## src/rtl/disp_capture_sched_pkg.sv

```systemverilog
// Shared definitions for the display capture scheduler.
// Holds the time/frequency FSM state enums, the default capture sizes and
// the RAM address and sample widths used by every file of the block.
// No ports: this is a package.
package disp_pkg;

  localparam int ADDR_W           = 10;
  localparam int SAMPLE_W         = 8;
  localparam int DEF_NUM_TIME     = 640;
  localparam int DEF_NUM_FREQ     = 80;
  localparam int DEF_TRIG_TIMEOUT = 4096;

  typedef enum logic [1:0] {ARMED, CAPTURE, HOLD} time_state_e;
  typedef enum logic [1:0] {FWAIT, FFILL, FDONE} freq_state_e;

  // Highest legal RAM address for a buffer holding n entries.
  function automatic logic [ADDR_W-1:0] lastAddr(input int n);
    return ADDR_W'(n - 1);
  endfunction

endpackage

```

## src/rtl/disp_capture_sched_if.sv

```systemverilog
// Bus bundle between the sample sources / display RAMs and the scheduler.
// Inputs to the scheduler: frmTick, timeVld/timeData, freqVld/freqFirst/freqData.
// Outputs of the scheduler: time RAM write port (enaTime, weaTime, addraTime,
// dinaTime), freq RAM write port (weaFreq, addraFreq, dinaFreq), timeBusy, capDone.
// master = the environment driving samples, slave = the scheduler.
interface disp_capture_sched_if;
  import disp_pkg::*;

  logic                frmTick;
  logic                timeVld;
  logic [SAMPLE_W-1:0] timeData;
  logic                freqVld;
  logic                freqFirst;
  logic [SAMPLE_W-1:0] freqData;

  logic                enaTime;
  logic                weaTime;
  logic [ADDR_W-1:0]   addraTime;
  logic [SAMPLE_W-1:0] dinaTime;
  logic                weaFreq;
  logic [ADDR_W-1:0]   addraFreq;
  logic [SAMPLE_W-1:0] dinaFreq;
  logic                timeBusy;
  logic                capDone;

  modport master (
    output frmTick, timeVld, timeData, freqVld, freqFirst, freqData,
    input  enaTime, weaTime, addraTime, dinaTime, weaFreq, addraFreq, dinaFreq,
           timeBusy, capDone
  );

  modport slave (
    input  frmTick, timeVld, timeData, freqVld, freqFirst, freqData,
    output enaTime, weaTime, addraTime, dinaTime, weaFreq, addraFreq, dinaFreq,
           timeBusy, capDone
  );

endinterface

```

## src/rtl/disp_capture_sched_trig_detect.sv

```systemverilog
// Rising zero-crossing trigger with timeout for the time capture.
// Only compiled when DISP_CAPTURE_TRIG_EN is defined; the free-running build
// has no trigger hardware at all.
// Ports: clk, rst (async, active-high); clr_i clears prev and the timeout count;
// smpVld_i/smpData_i are samples accepted while armed; fire_o says the current
// sample starts a capture (crossing from negative to non-negative, or timeout).
`ifdef DISP_CAPTURE_TRIG_EN
module disp_trig_detect
  import disp_pkg::*;
#(
  parameter int TRIG_TIMEOUT = DEF_TRIG_TIMEOUT
) (
  input  logic                clk,
  input  logic                rst,
  input  logic                clr_i,
  input  logic                smpVld_i,
  input  logic [SAMPLE_W-1:0] smpData_i,
  output logic                fire_o
);

  localparam int CntW = $clog2(TRIG_TIMEOUT + 1);

  logic [SAMPLE_W-1:0] prev_q, prev_d;
  logic [CntW-1:0]     cnt_q, cnt_d;
  logic                crossing, timedOut;

  // Samples are two's complement, so the sign bits alone decide the crossing.
  // The counter saturates at TRIG_TIMEOUT; the next accepted sample then fires.
  always_comb begin
    crossing = prev_q[SAMPLE_W-1] && !smpData_i[SAMPLE_W-1];
    timedOut = (cnt_q == CntW'(TRIG_TIMEOUT));
    fire_o   = smpVld_i && (crossing || timedOut);
    prev_d   = prev_q;
    cnt_d    = cnt_q;
    if (clr_i) begin
      prev_d = '0;
      cnt_d  = '0;
    end else if (smpVld_i) begin
      prev_d = smpData_i;
      if (!timedOut) begin
        cnt_d = cnt_q + CntW'(1);
      end
    end
  end

  always_ff @(posedge clk or posedge rst) begin
    if (rst) begin
      prev_q <= '0;
      cnt_q  <= '0;
    end else begin
      prev_q <= prev_d;
      cnt_q  <= cnt_d;
    end
  end

endmodule
`endif

```

## src/rtl/disp_capture_sched.sv

```systemverilog
// Display capture scheduler: writes one screen of time samples and one frame
// of frequency bins into display RAMs, re-arming on the frame strobe.
// Ports: ck100MHz system clock; rst async active-high reset; bus (slave modport)
// carries frmTick, the time/freq sample streams, both RAM write ports,
// timeBusy and capDone. All outputs are registered.
// Macro DISP_CAPTURE_TRIG_EN: when defined, ARMED waits for a rising zero
// crossing (or a timeout); when undefined, capture starts on the first sample.
module disp_capture_sched
  import disp_pkg::*;
#(
  parameter int NUM_TIME     = DEF_NUM_TIME,
  parameter int NUM_FREQ     = DEF_NUM_FREQ,
  parameter int TRIG_TIMEOUT = DEF_TRIG_TIMEOUT
) (
  input  logic                 ck100MHz,
  input  logic                 rst,
  disp_capture_sched_if.slave  bus
);

  if (NUM_TIME < 1 || NUM_TIME > (1 << ADDR_W) || NUM_FREQ < 1 ||
      NUM_FREQ > (1 << ADDR_W) || TRIG_TIMEOUT < 1) begin : gBadCfg
    $error("disp_capture_sched: parameter out of range");
  end

  time_state_e         timeState_q;
  logic [ADDR_W-1:0]   timeAddr_q;
  logic                pending_q;
  logic                enaTime_q, weaTime_q, timeBusy_q, capDone_q;
  logic [ADDR_W-1:0]   addraTime_q;
  logic [SAMPLE_W-1:0] dinaTime_q;

  freq_state_e         freqState_q;
  logic [ADDR_W-1:0]   freqAddr_q;
  logic                weaFreq_q;
  logic [ADDR_W-1:0]   addraFreq_q;
  logic [SAMPLE_W-1:0] dinaFreq_q;

  logic                armFire, timeWrite, timeLast;
  logic [ADDR_W-1:0]   timeWrAddr;
  logic                freqWrite, freqLast;
  logic [ADDR_W-1:0]   freqWrAddr;

`ifdef DISP_CAPTURE_TRIG_EN
  // The detector only sees samples while armed and is held clear otherwise,
  // so every new arming starts with prev = 0 and a fresh timeout count.
  disp_trig_detect #(.TRIG_TIMEOUT(TRIG_TIMEOUT)) uTrig (
    .clk       (ck100MHz),
    .rst       (rst),
    .clr_i     (timeState_q != ARMED),
    .smpVld_i  (bus.timeVld && (timeState_q == ARMED)),
    .smpData_i (bus.timeData),
    .fire_o    (armFire)
  );
`else
  assign armFire = 1'b1;
`endif

  // The sample that starts a capture always lands at address 0; later samples
  // use the running counter. Both paths share the end-of-buffer test.
  always_comb begin
    timeWrAddr = (timeState_q == CAPTURE) ? timeAddr_q : '0;
    timeWrite  = bus.timeVld &&
                 ((timeState_q == CAPTURE) || ((timeState_q == ARMED) && armFire));
    timeLast   = (timeWrAddr == lastAddr(NUM_TIME));
    freqWrAddr = bus.freqFirst ? '0 : freqAddr_q;
    freqWrite  = bus.freqVld &&
                 (((freqState_q == FWAIT) && bus.freqFirst) || (freqState_q == FFILL));
    freqLast   = (freqWrAddr == lastAddr(NUM_FREQ));
  end

  // Time FSM with its RAM port, busy flag and done pulse. A frame strobe seen
  // while busy is remembered so the capture re-arms straight away at the end
  // instead of sitting in HOLD; a strobe on the final write counts the same.
  always_ff @(posedge ck100MHz or posedge rst) begin
    if (rst) begin
      timeState_q <= ARMED;
      timeAddr_q  <= '0;
      pending_q   <= 1'b0;
      enaTime_q   <= 1'b0;
      weaTime_q   <= 1'b0;
      addraTime_q <= '0;
      dinaTime_q  <= '0;
      timeBusy_q  <= 1'b0;
      capDone_q   <= 1'b0;
    end else begin
      enaTime_q <= 1'b0;
      weaTime_q <= 1'b0;
      capDone_q <= 1'b0;
      case (timeState_q)
        ARMED, CAPTURE: begin
          timeBusy_q <= 1'b1;
          if (bus.frmTick) begin
            pending_q <= 1'b1;
          end
          if (timeWrite) begin
            enaTime_q   <= 1'b1;
            weaTime_q   <= 1'b1;
            addraTime_q <= timeWrAddr;
            dinaTime_q  <= bus.timeData;
            if (timeLast) begin
              capDone_q  <= 1'b1;
              timeAddr_q <= '0;
              pending_q  <= 1'b0;
              if (pending_q || bus.frmTick) begin
                timeState_q <= ARMED;
              end else begin
                timeState_q <= HOLD;
                timeBusy_q  <= 1'b0;
              end
            end else begin
              timeAddr_q  <= timeWrAddr + ADDR_W'(1);
              timeState_q <= CAPTURE;
            end
          end
        end
        HOLD: begin
          if (bus.frmTick) begin
            timeState_q <= ARMED;
            timeBusy_q  <= 1'b1;
          end
        end
        default: begin
          timeState_q <= ARMED;
          timeAddr_q  <= '0;
        end
      endcase
    end
  end

  // Frequency FSM: a bin flagged first always restarts the fill at address 0,
  // and a full frame is frozen until the next frame strobe.
  always_ff @(posedge ck100MHz or posedge rst) begin
    if (rst) begin
      freqState_q <= FWAIT;
      freqAddr_q  <= '0;
      weaFreq_q   <= 1'b0;
      addraFreq_q <= '0;
      dinaFreq_q  <= '0;
    end else begin
      weaFreq_q <= 1'b0;
      case (freqState_q)
        FWAIT, FFILL: begin
          if (freqWrite) begin
            weaFreq_q   <= 1'b1;
            addraFreq_q <= freqWrAddr;
            dinaFreq_q  <= bus.freqData;
            if (freqLast) begin
              freqState_q <= FDONE;
              freqAddr_q  <= '0;
            end else begin
              freqState_q <= FFILL;
              freqAddr_q  <= freqWrAddr + ADDR_W'(1);
            end
          end
        end
        FDONE: begin
          if (bus.frmTick) begin
            freqState_q <= FWAIT;
          end
        end
        default: begin
          freqState_q <= FWAIT;
          freqAddr_q  <= '0;
        end
      endcase
    end
  end

  assign bus.enaTime   = enaTime_q;
  assign bus.weaTime   = weaTime_q;
  assign bus.addraTime = addraTime_q;
  assign bus.dinaTime  = dinaTime_q;
  assign bus.weaFreq   = weaFreq_q;
  assign bus.addraFreq = addraFreq_q;
  assign bus.dinaFreq  = dinaFreq_q;
  assign bus.timeBusy  = timeBusy_q;
  assign bus.capDone   = capDone_q;

endmodule

```

## src/flat_wrapper.sv

```systemverilog
// flat-port wrapper written by rule: the top's interface ports become plain ports
module disp_capture_sched_flat import disp_pkg::*;
#(
  parameter int NUM_TIME     = DEF_NUM_TIME,
  parameter int NUM_FREQ     = DEF_NUM_FREQ,
  parameter int TRIG_TIMEOUT = DEF_TRIG_TIMEOUT
)
  (ck100MHz, rst, bus_frmTick, bus_timeVld, bus_timeData, bus_freqVld, bus_freqFirst, bus_freqData, bus_enaTime, bus_weaTime, bus_addraTime, bus_dinaTime, bus_weaFreq, bus_addraFreq, bus_dinaFreq, bus_timeBusy, bus_capDone);
  disp_capture_sched_if bus_i ();
  input  logic ck100MHz;
  input  logic rst;
  input wire logic [$bits(bus_i.frmTick)-1:0] bus_frmTick;
  input wire logic [$bits(bus_i.timeVld)-1:0] bus_timeVld;
  input wire logic [$bits(bus_i.timeData)-1:0] bus_timeData;
  input wire logic [$bits(bus_i.freqVld)-1:0] bus_freqVld;
  input wire logic [$bits(bus_i.freqFirst)-1:0] bus_freqFirst;
  input wire logic [$bits(bus_i.freqData)-1:0] bus_freqData;
  output wire logic [$bits(bus_i.enaTime)-1:0] bus_enaTime;
  output wire logic [$bits(bus_i.weaTime)-1:0] bus_weaTime;
  output wire logic [$bits(bus_i.addraTime)-1:0] bus_addraTime;
  output wire logic [$bits(bus_i.dinaTime)-1:0] bus_dinaTime;
  output wire logic [$bits(bus_i.weaFreq)-1:0] bus_weaFreq;
  output wire logic [$bits(bus_i.addraFreq)-1:0] bus_addraFreq;
  output wire logic [$bits(bus_i.dinaFreq)-1:0] bus_dinaFreq;
  output wire logic [$bits(bus_i.timeBusy)-1:0] bus_timeBusy;
  output wire logic [$bits(bus_i.capDone)-1:0] bus_capDone;
  assign bus_i.frmTick = bus_frmTick;
  assign bus_i.timeVld = bus_timeVld;
  assign bus_i.timeData = bus_timeData;
  assign bus_i.freqVld = bus_freqVld;
  assign bus_i.freqFirst = bus_freqFirst;
  assign bus_i.freqData = bus_freqData;
  assign bus_enaTime = bus_i.enaTime;
  assign bus_weaTime = bus_i.weaTime;
  assign bus_addraTime = bus_i.addraTime;
  assign bus_dinaTime = bus_i.dinaTime;
  assign bus_weaFreq = bus_i.weaFreq;
  assign bus_addraFreq = bus_i.addraFreq;
  assign bus_dinaFreq = bus_i.dinaFreq;
  assign bus_timeBusy = bus_i.timeBusy;
  assign bus_capDone = bus_i.capDone;
  disp_capture_sched #(.NUM_TIME(NUM_TIME), .NUM_FREQ(NUM_FREQ), .TRIG_TIMEOUT(TRIG_TIMEOUT)) u_core (.ck100MHz(ck100MHz), .rst(rst), .bus(bus_i));
endmodule
```

## config.mk

```make
export PLATFORM = sky130hd
export DESIGN_NAME = disp_capture_sched_flat
export DESIGN_NICKNAME = d
export VERILOG_FILES = /design/src/rtl/disp_capture_sched_pkg.sv /design/src/rtl/disp_capture_sched_if.sv /design/src/rtl/disp_capture_sched_trig_detect.sv /design/src/rtl/disp_capture_sched.sv /design/src/flat_wrapper.sv
export SDC_FILE = /design/constraint.sdc
export NUM_CORES = 1
export LEC_CHECK = 0
export ABC_AREA = 1
export CORE_MARGIN = 2
export CORE_UTILIZATION = 46
export DETAILED_ROUTE_END_ITERATION = 12
export PLACE_DENSITY = 0.86
export SLEW_MARGIN = 20
export SYNTH_ARGS = -nofsm -noshare
export SYNTH_HDL_FRONTEND = slang
export SYNTH_SLANG_ARGS = --single-unit
```

## constraint.sdc

```tcl
create_clock -name ck100MHz -period 2 [get_ports ck100MHz]
set_input_delay 0.4 -clock ck100MHz [delete_from_list [all_inputs] [get_ports ck100MHz]]
set_output_delay 0.4 -clock ck100MHz [all_outputs]
set_load 0.05 [all_outputs]
```

=== Word-level counts from Yosys, hierarchy flattened ===
Index checks and enable logic that the tools add are counted.

* Memories kept: 0
* Output and inout port bits: 41
* Memory bits (writable): 0
* ROM bits: 0
* Bits in latches: 0
* Bits in registers: 65

* Shifts and indexed selects: 0
* Div/mod/pow operators: 0
* Bitwise gates (word level): 2
* Reduce and logical (&&, ||, !) cells: 18
* $mul: 0
* Order comparisons: 0
* Add/sub/neg operators: 2
* Muxes and demuxes: 31
* Equal/unequal tests: 10

{| class="wikitable"
|+ Operators with widths
! operator !! number
|-
| $mux 10 || 6
|-
| $pmux 10 s2 || 2
|-
| $add 10x1->10 const B || 2
|-
| $mux 1 || 14
|-
| $reduce_and 2->1 || 7
|-
| $mux 2 || 6
|-
| $eq 10x10->1 const B || 1
|-
| $eq 10x7->1 const B || 1
|-
| $pmux 2 s2 || 2
|-
| $eq 2x1->1 const B || 2
|-
| $eq 2x2->1 const B || 2
|-
| $logic_not 2->1 || 2
|-
| $ne 2x1->1 const B || 2
|-
| $ne 2x2->1 const B || 2
|-
| $reduce_or 2->1 || 2
|-
| $logic_and 1x1->1 || 3
|-
| $logic_or 1x1->1 || 3
|-
| $not 1->1 || 2
|-
| $pmux 1 s2 || 1
|-
| $reduce_bool 2->1 || 1
|}

=== Depth between registers and ports, before layout ===
Gate-level depths: netlist of the first run.

* Depth after elaboration: 6
* Gate-level depth with buffers: 11
* Gate-level depth less buffers: 10

=== Least setup slack after synthesis of the first run ===
Ideal clock, no wire load.

* Kind: flip-flop to flip-flop
* Start: register u_core.timeState_q[1]
* End: register u_core.timeState_q[0]
* Library setup time: 129 ps
* Required time: 1871 ps
* Stages on the path, launching flop included: 10
* Path buffers: 0
* Period minus slack after synthesis: 1817 ps
* Setup slack: 183 ps
* Arrival time: 1688 ps
* Cell sequence: dfrtp_1 inv_4 nand2_2 nor2_2 ha_1 nand4_2 nor2_4 nand4_4 nand2_2 o21ai_0

* Cells in the longest elaborated chain, start to end: 6

{| class="wikitable"
|+ Ends and longest elaborated chain
! element !! line !! source
|-
| from (decl) || disp_capture_sched.sv:25 || <nowiki>time_state_e timeState_q;</nowiki>
|-
| from (signal assigned) || disp_capture_sched.sv:76 || <nowiki>timeState_q <= ARMED;</nowiki>
|-
| from (signal assigned) || disp_capture_sched.sv:105 || <nowiki>timeState_q <= ARMED;</nowiki>
|-
| from (signal assigned) || disp_capture_sched.sv:107 || <nowiki>timeState_q <= HOLD;</nowiki>
|-
| $eq 2x1->1 || disp_capture_sched.sv:61 || <nowiki>timeWrAddr = (timeState_q == CAPTURE) ? timeAddr_q : '0;</nowiki>
|-
| $mux 10 || disp_capture_sched.sv:61 ||
|-
| via u_core.timeWrAddr[0] || disp_capture_sched.sv:39 || <nowiki>logic [ADDR_W-1:0] timeWrAddr;</nowiki>
|-
| $eq 10x10->1 || disp_capture_sched.sv:64 || <nowiki>timeLast = (timeWrAddr == lastAddr(NUM_TIME));</nowiki>
|-
| $mux 2 || disp_capture_sched.sv:100 || <nowiki>if (timeLast) begin</nowiki>
|-
| $mux 2 || disp_capture_sched.sv:95 || <nowiki>if (timeWrite) begin</nowiki>
|-
| $pmux 2 s2 || disp_capture_sched.sv:89 || <nowiki>case (timeState_q)</nowiki>
|}

The timed path passes the listed nets, and every way through them passes these cells. The select of a mux whose other input is x is not followed.
A chain may end at the register's enable or synchronous reset.

=== Final worst setup path of the first run ===
* Start: register u_core.dinaTime_q[7], in the netlist u_core.bus.dinaTime[7]
* End: output bus_dinaTime[7]

{| class="wikitable"
|+ RTL lines
! element !! line !! source
|-
| from (decl) || disp_capture_sched.sv:30 || <nowiki>logic [SAMPLE_W-1:0] dinaTime_q;</nowiki>
|-
| from (signal assigned) || disp_capture_sched.sv:99 || <nowiki>dinaTime_q <= bus.timeData;</nowiki>
|-
| to (decl) || flat_wrapper.sv:21 || <nowiki>output wire logic [$bits(bus_i.dinaTime)-1:0] bus_dinaTime;</nowiki>
|}

No word-level cell between the ends.

==> metrics, run 1 <==
Rel. slew slack 65.6%; Detailed Place HPWL 5530 um; CORE AREA 0.00639 mm^2; R2R depth 10; antenna violations before repair 0; status finished clean; Post-Place Worst Slack -57.0 ps; drt pass-1 iters 5; RR Endpoint u_core.timeState_q[1]$_DFFE_PP0P_; post-route clock period utilization 96.5%; # H-tree levels 3; TritonCTS buffer count 9; Seq cells post-synth 65; hold buffers post-CTS 0; Fill cells 516; mean routed wirelength per cell 14.4 um; GRT overflow 0; worst-margin pin slew 514 ps; crit end category output port; Initial Util 48.1%; CP arrival 1530 ps; Initial DRC Count 221; Fmax 518 MHz; antenna-violating nets left 0; MaxCap Viol Count 0; register area share after synthesis 53.0%; CTS clk-pin slew, worst paths 70 ps; share of layout cells above drive strength 1 14.5%; Reg2Reg Setup Slack 140 ps; IO Pins 63; Crit Path Class reg -> out; post-synth net total 388; full die area 0.00735 mm^2; Clock Sinks 65; Max clock buf depth 2; CP Buf/Inv Count 1; number of port buffers 62; first-pass GRT wire length 12500 um; Tmin final 1930 ps; vias in the first global route 2697; critical path startpoint category flop; routed via count 2805; GPL Wtd Cong 0.924; Clock Skews 6.10 ps; Final WS setup 71.0 ps; CP cell instances clkdlybuf4s50_1; RSZ-0062 raised after global routing false; Final setup viols 0; worst ir drop on vdd 0.653 mV; reg-to-reg startpoint u_core.timeState_q[1]$_DFFE_PP0P_; largest stage delay on the critical path 810 ps; CTS tree built; chip width 85.7 um; asr flop ratio synth 100%; Min-Delay Path Class in -> async; n_diodes 0; Largest delay share family, worst path buffers and inverters; Synth Flop Type dfrtp_1; DR vias/cell 5.28; drt total wl 7660 um; CTS root buffer clkbuf_8; number of flops mapped to enable cells by yosys 0; drt drc 0; WP data required 1600 ps; pwr dens 878 mW/mm^2; CP max-delay cell clkdlybuf4s50_1; GRT Total Usage 22.0%; Leakage 1.99 nW; layout net count 473; worst-skew pair later-pin latency 340 ps; CP max FO 2; Die H 85.7 um; Syn Area/Cell 8.44 um^2; Mapped Cells 364; final design utilization 64.6%; largest net degree at the start of global routing 27; row cnt 29; Fin. Hold Viols 0; Post-Syn Area 0.00307 mm^2; post-synth cell types 34; Slew Viols, Final 0; synth warn 0; synthesis-to-finish area growth 34.4%
layer usage:
layer | vias up | wire (um) | global-route usage (%)
met1 | 1309 | 3430 | 30.7
met2 | 136 | 3460 | 32.6
met3 | 23 | 574 | 5.20
li1 | 1337 | - | -
met4 | 0 | 191 | 9.96
met5 | - | 0 | 0
worst max-delay path by stage:
| stage | startpoint | end | slack (ps) | depth (start not counted) |
|---|---|---|---|---|
| global route | u_core.bus.dinaTime[7]$_DFFE_PP0P_ | bus_dinaTime[7] | 20 | 1 |
| detailed placement | bus_freqFirst | u_core.freqAddr_q[1]$_DFFE_PP0P_ | -60 | 10 |
| CTS | u_core.bus.dinaTime[7]$_DFFE_PP0P_ | bus_dinaTime[7] | 60 | 1 |
| floorplan | u_core.timeState_q[1]$_DFFE_PP0P_ | u_core.timeState_q[0]$_DFFE_PP0P_ | 180 | 9 |
| finish | u_core.bus.dinaTime[7]$_DFFE_PP0P_ | bus_dinaTime[7] | 70 | 1 |
| global placement | bus_freqFirst | u_core.freqAddr_q[1]$_DFFE_PP0P_ | 30 | 11 |
stage by stage:
| stage | power [mW] | cell area [um^2] | setup TNS, ps | hold WS [ps] | cells |
|---|---|---|---|---|---|
| 2_1_floorplan | 2.14 | 3080 | 0 | 449 | 364 |
| 3_3_place_gp | 2.49 | 3900 | 0 | 453 | 513 |
| 3_5_place_dp | 2.51 | 3900 | -151 | 463 | 513 |
| 4_1_cts | 3.65 | 4100 | 0 | 434 | 529 |
| 5_1_grt | 3.80 | 4130 | 0 | 463 | 531 |
| 6_report | 3.62 | 4130 | 0 | 428 | 531 |
cells by family (layout without fill, tap and decap cells):
group	Yosys count	in the layout	share of synthesized area (%)
compound gates	44	44	8.03
xor+xnor	6	6	1.71
flops	65	65	53.0
fa+ha+maj	2	2	0.815
simple gates	198	198	29.5
buf+inv	49	139	7.01
cell usage after synthesis (3+ instances only):
| cell | number | share of area, % |
|---|---|---|
| nand2_1 | 129 | 16 |
| dfrtp_1 | 65 | 53 |
| inv_1 | 35 | 4.3 |
| nor2_1 | 23 | 2.8 |
| o21ai_0 | 21 | 3.4 |
| nand3_1 | 17 | 2.8 |
| nand4_1 | 9 | 1.8 |
| o21ai_1 | 8 | 1.3 |
| nor2_4 | 6 | 2.2 |
| o22ai_1 | 6 | 1.2 |
| buf_2 | 5 | 0.81 |
| xor2_1 | 5 | 1.4 |
| nand2_2 | 4 | 0.81 |
| inv_2 | 3 | 0.37 |
sequential cells by signal (all words and copies together), names as in the netlist:
name	count
u_core.timeState_q	2
u_core.freqAddr_q	10
u_core.bus.enaTime	1
u_core.freqState_q	2
u_core.bus.dinaFreq	8
u_core.bus.addraFreq	10
u_core.bus.timeBusy	1
u_core.pending_q	1
u_core.bus.dinaTime	8
u_core.bus.capDone	1
u_core.bus.addraTime	10
u_core.bus.weaFreq	1
u_core.timeAddr_q	10
final cells by class:
cell class,instances,area (um^2),area share [%]
Clock buffer,10,138,3.33
Clock inverter,6,66.3,1.61
Inverter,39,153,3.70
Multi-Input combinational cell,250,1240,30.0
Sequential cell,65,1630,39.4
Tap cell,77,96.3,2.33
Timing Repair Buffer,84,808,19.6
power by group:
| group | switching [mW] | leakage (nW) | internal, mW |
|---|---|---|---|
| clock network | 0.522 | 0.0949 | 0.611 |
| registers | 0.0878 | 0.846 | 1.45 |
| logic | 0.638 | 1.05 | 0.320 |
| total | 1.25 | 1.99 | 2.38 |
layout by cell type (no fill, tap or decap), types with 2 or more instances in the layout:
cell type / n
nor2_4: 6
clkbuf_8: 10
nand3_2: 2
inv_2: 3
nor2_2: 3
o21ai_0: 21
nand4_1: 9
clkdlybuf4s50_1: 61
nand3_1: 17
a21oi_1: 2
dfrtp_1: 65
buf_4: 21
nand2_2: 3
clkinvlp_4: 4
buf_12: 2
xor2_1: 5
o22ai_1: 6
nand2_1: 129
nand4_2: 2
inv_1: 34
nor2_1: 22
o21ai_1: 8
o21ai_2: 2
timing repair:
action,CTS,global route
setup endpoints to repair,0,7
resized for setup,0,3
hold endpoints to repair,0,0
buffers inserted,0,2
Note: power is estimated with default switching activity, not from simulation.
==> run 2, diff against run 1 <==
Settings changed: CTS_CLUSTER_SIZE set to 20, TNS_END_PERCENT set to 100.
==> results of run 2 <==
No change in the layout: final DEF, timing and power equal those of run 1.
==> run 3, diff against run 2 <==
Settings changed: HOLD_SLACK_MARGIN set to 0.08, SYNTH_HIERARCHICAL set to 1.
==> metrics, run 3 <==
Tot Pwr 3.40 mW (-6.2%); synthesis-to-finish area growth 39.3%; Clock Skews 12.0 ps (+5.92 ps); complex-gate fraction of the synthesized area 8.20% (+0.18 points); vias in the first global route 2661 (-1.3%); Final setup viols 0 (unchanged); antenna-violating nets left 0 (unchanged); row cnt 29 (unchanged); post-route clock period utilization 96.6% (+0.14 points); chip width 85.2 um (-0.57%); CP max FO 2 (unchanged); top cell type's share of synthesized area 53.6% (+0.63 points); worst ir drop on vdd 0.624 mV (-4.5%); GRT overflow 0 (unchanged); Area contributors post-synth dfrtp_1, nand2_1, o21ai_0; Max clock buf depth 2 (unchanged); MaxCap Viol Count 0 (unchanged); CP max-delay cell clkdlybuf4s50_1; Post-Synth XOR/XNOR Area 0.866% (-0.85 points); TritonCTS buffer count 9 (unchanged); worst-margin pin slew 518 ps (+4.12 ps); Initial Util 47.8% (-0.30 points); most frequent cells in the layout nand2_1, dfrtp_1, clkdlybuf4s50_1; post-synthesis mux area share 0% (unchanged); asr flop ratio synth 100% (unchanged); largest stage delay on the critical path 810 ps (about the same); DR vias/cell 5.03 (-4.8%); worst-skew pair later-pin latency 350 ps (about the same); GPL Wtd Cong 0.904 (-2.2%); CORE AREA 0.00635 mm^2 (-0.57%); CP Buf/Inv Count 1 (unchanged); register cell area after layout 0.00163 mm^2 (+0.15%); layout net count 491 (+3.8%); Adder-Cell Fraction of Synth Area 0.824% (+0.0097 points); first-pass GRT wire length 12100 um (-2.9%); Synth Flop Type dfrtp_1; Slew Viols, Final 0 (unchanged); critical path startpoint category flop; CTS tree built; post-synth net total 391 (+0.77%); drt drc 0 (unchanged); share of layout cells above drive strength 1 16.7% (+2.2 points); IO Pins 63 (unchanged); Detailed Place HPWL 5250 um (-5.1%); crit end category output port; n_diodes 0 (unchanged); drt total wl 7110 um (-7.1%); synth warn 6 (+6); WHS 414 ps (-13.4 ps); Post-Synth Simple-Gate Area 29.5% (about the same); number of port buffers 62 (unchanged); Fill cells 502 (-2.7%); dominant cell type by area after synthesis dfrtp_1; full die area 0.00726 mm^2 (-1.1%); most common cell in the netlist nand2_1; most common cell after layout, fill and taps aside nand2_1; Post-Syn Area 0.00304 mm^2 (-1.2%); uppermost layer routed met4; CTS root buffer clkbuf_8; # H-tree levels 3 (unchanged); number of flops mapped to enable cells by yosys 0 (unchanged); largest net degree at the start of global routing 27 (unchanged); wire length on met3 412 um (-28%); met1 WL 3080 um (-10%); register area share after synthesis 53.6% (+0.63 points); Crit Path Class reg -> out; post-synth cell types 32 (-5.9%); Mapped Cells 367 (+0.82%); Rel. slew slack 65.4% (-0.28 points); Min-Delay Path Class in -> async; routed via count 2761 (-1.6%); reg-to-reg startpoint u_core/timeState_q[1]$_DFFE_PP0P_; drt pass-1 iters 4 (-1); most frequent cells after synthesis nand2_1, dfrtp_1, o21ai_0, inv_1, nor2_1; Reg2Reg Setup Slack 140 ps (about the same); final design utilization 66.6% (+2.0 points); mean routed wirelength per cell 13.0 um (-10%); Clock Sinks 65 (unchanged); Seq cells post-synth 65 (unchanged); multi-input logic area 0.00121 mm^2 (-2.3%); Syn Area/Cell 8.27 um^2 (-2.0%); Initial DRC Count 182 (-18%); Sum Neg Setup Slack 0 ps (unchanged); WP data required 1600 ps (about the same); Largest delay share family, worst path buffers and inverters; WL met2 3480 um (+0.61%); largest family of logic cells by synthesized area simple AND/OR/NAND/NOR gates; CTS clk-pin slew, worst paths 70 ps (about the same); Tmin final 1930 ps (+2.83 ps); Fmax 518 MHz (-0.15%); pwr dens 804 mW/mm^2 (-8.4%); Die H 85.2 um (-0.57%); antenna violations before repair 0 (unchanged); Fin. Hold Viols 0 (unchanged); GRT Total Usage 21.0% (-0.94 points); RR Endpoint u_core/bus.timeBusy$_DFFE_PP0P_; Leakage 2.01 nW (+1.2%); status finished clean; R2R depth 9 (-1); CP arrival 1530 ps (about the same); CP cell instances clkdlybuf4s50_1
run 3: cell count changes in the layout (fill, tap and decap cells not counted), sizes merged, moves of 2 or more:
cell	previous run	this run
a21oi	2	5
buf	23	36
clkinv	1	4
clkinvlp	4	2
nand3	19	24
nand4	12	9
nor3	2	5
o21ai	31	35
o22ai	6	3
xor2	5	3
run 3: timing repair:
action | 4_1_cts | 5_1_grt
setup endpoints to repair | 0 | 6
gates resized for setup | 0 | 6
buffers inserted | 0 | 4
hold buffers | 0 | 0
run 3: worst max path at each step:
| stage | cells past startpoint | slack, ps | to | from |
|---|---|---|---|---|
| final | 1 | 70 | bus_addraFreq[7] | u_core/bus.addraFreq[7]$_DFFE_PP0P_ |
| after global routing | 9 | -20 | u_core/bus.timeBusy$_DFFE_PP0P_ | u_core/timeState_q[1]$_DFFE_PP0P_ |
| after CTS | 1 | 50 | bus_addraFreq[7] | u_core/bus.addraFreq[7]$_DFFE_PP0P_ |
| after detailed placement | 11 | -170 | u_core/freqAddr_q[1]$_DFFE_PP0P_ | bus_freqFirst |
| after global placement | 13 | -90 | u_core/freqAddr_q[1]$_DFFE_PP0P_ | bus_freqFirst |
| after floorplan | 9 | 180 | u_core/bus.timeBusy$_DFFE_PP0P_ | u_core/timeState_q[1]$_DFFE_PP0P_ |
run 3: routing by layer:
metal | vias up | GRT usage (%)
met2 | 91 | 34.6
met1 | 1284 | 26.7
li1 | 1370 | -
met5 | - | 0
met4 | 0 | 7.36
met3 | 16 | 5.93
run 3: metrics by stage:
| step | instance area, um^2 | setup slack [ps] | instances |
|---|---|---|---|
| floorplan | 3040 | 178 | 367 |
| global placement | 3960 | -85.5 | 529 |
| detailed placement | 3960 | -172 | 529 |
| CTS | 4180 | 52.6 | 545 |
| global route | 4230 | -15.1 | 549 |
| finish | 4230 | 68.1 | 549 |
run 3: logic make-up (layout without fill, tap and decap cells):
| group | count (synthesis) | after routing |
|---|---|---|
| flops | 65 | 65 |
| simple gates | 203 | 203 |
| buf+inv | 48 | 153 |
| xor+xnor | 3 | 3 |
| fa+ha+maj | 2 | 2 |
| compound gates | 46 | 46 |
run 3: cell type report:
type	count	share of cell area [%]
Sequential cell	65	38.5
Multi-Input combinational cell	254	28.6
Timing Repair Buffer	98	21.7
Inverter	39	3.73
Clock buffer	9	2.93
Tap cell	77	2.28
Clock inverter	7	2.25
run 3: power breakdown:
part	switching [mW]	internal [mW]
clock network	0.532	0.701
logic	0.448	0.254
registers	0.0589	1.41
total	1.04	2.36
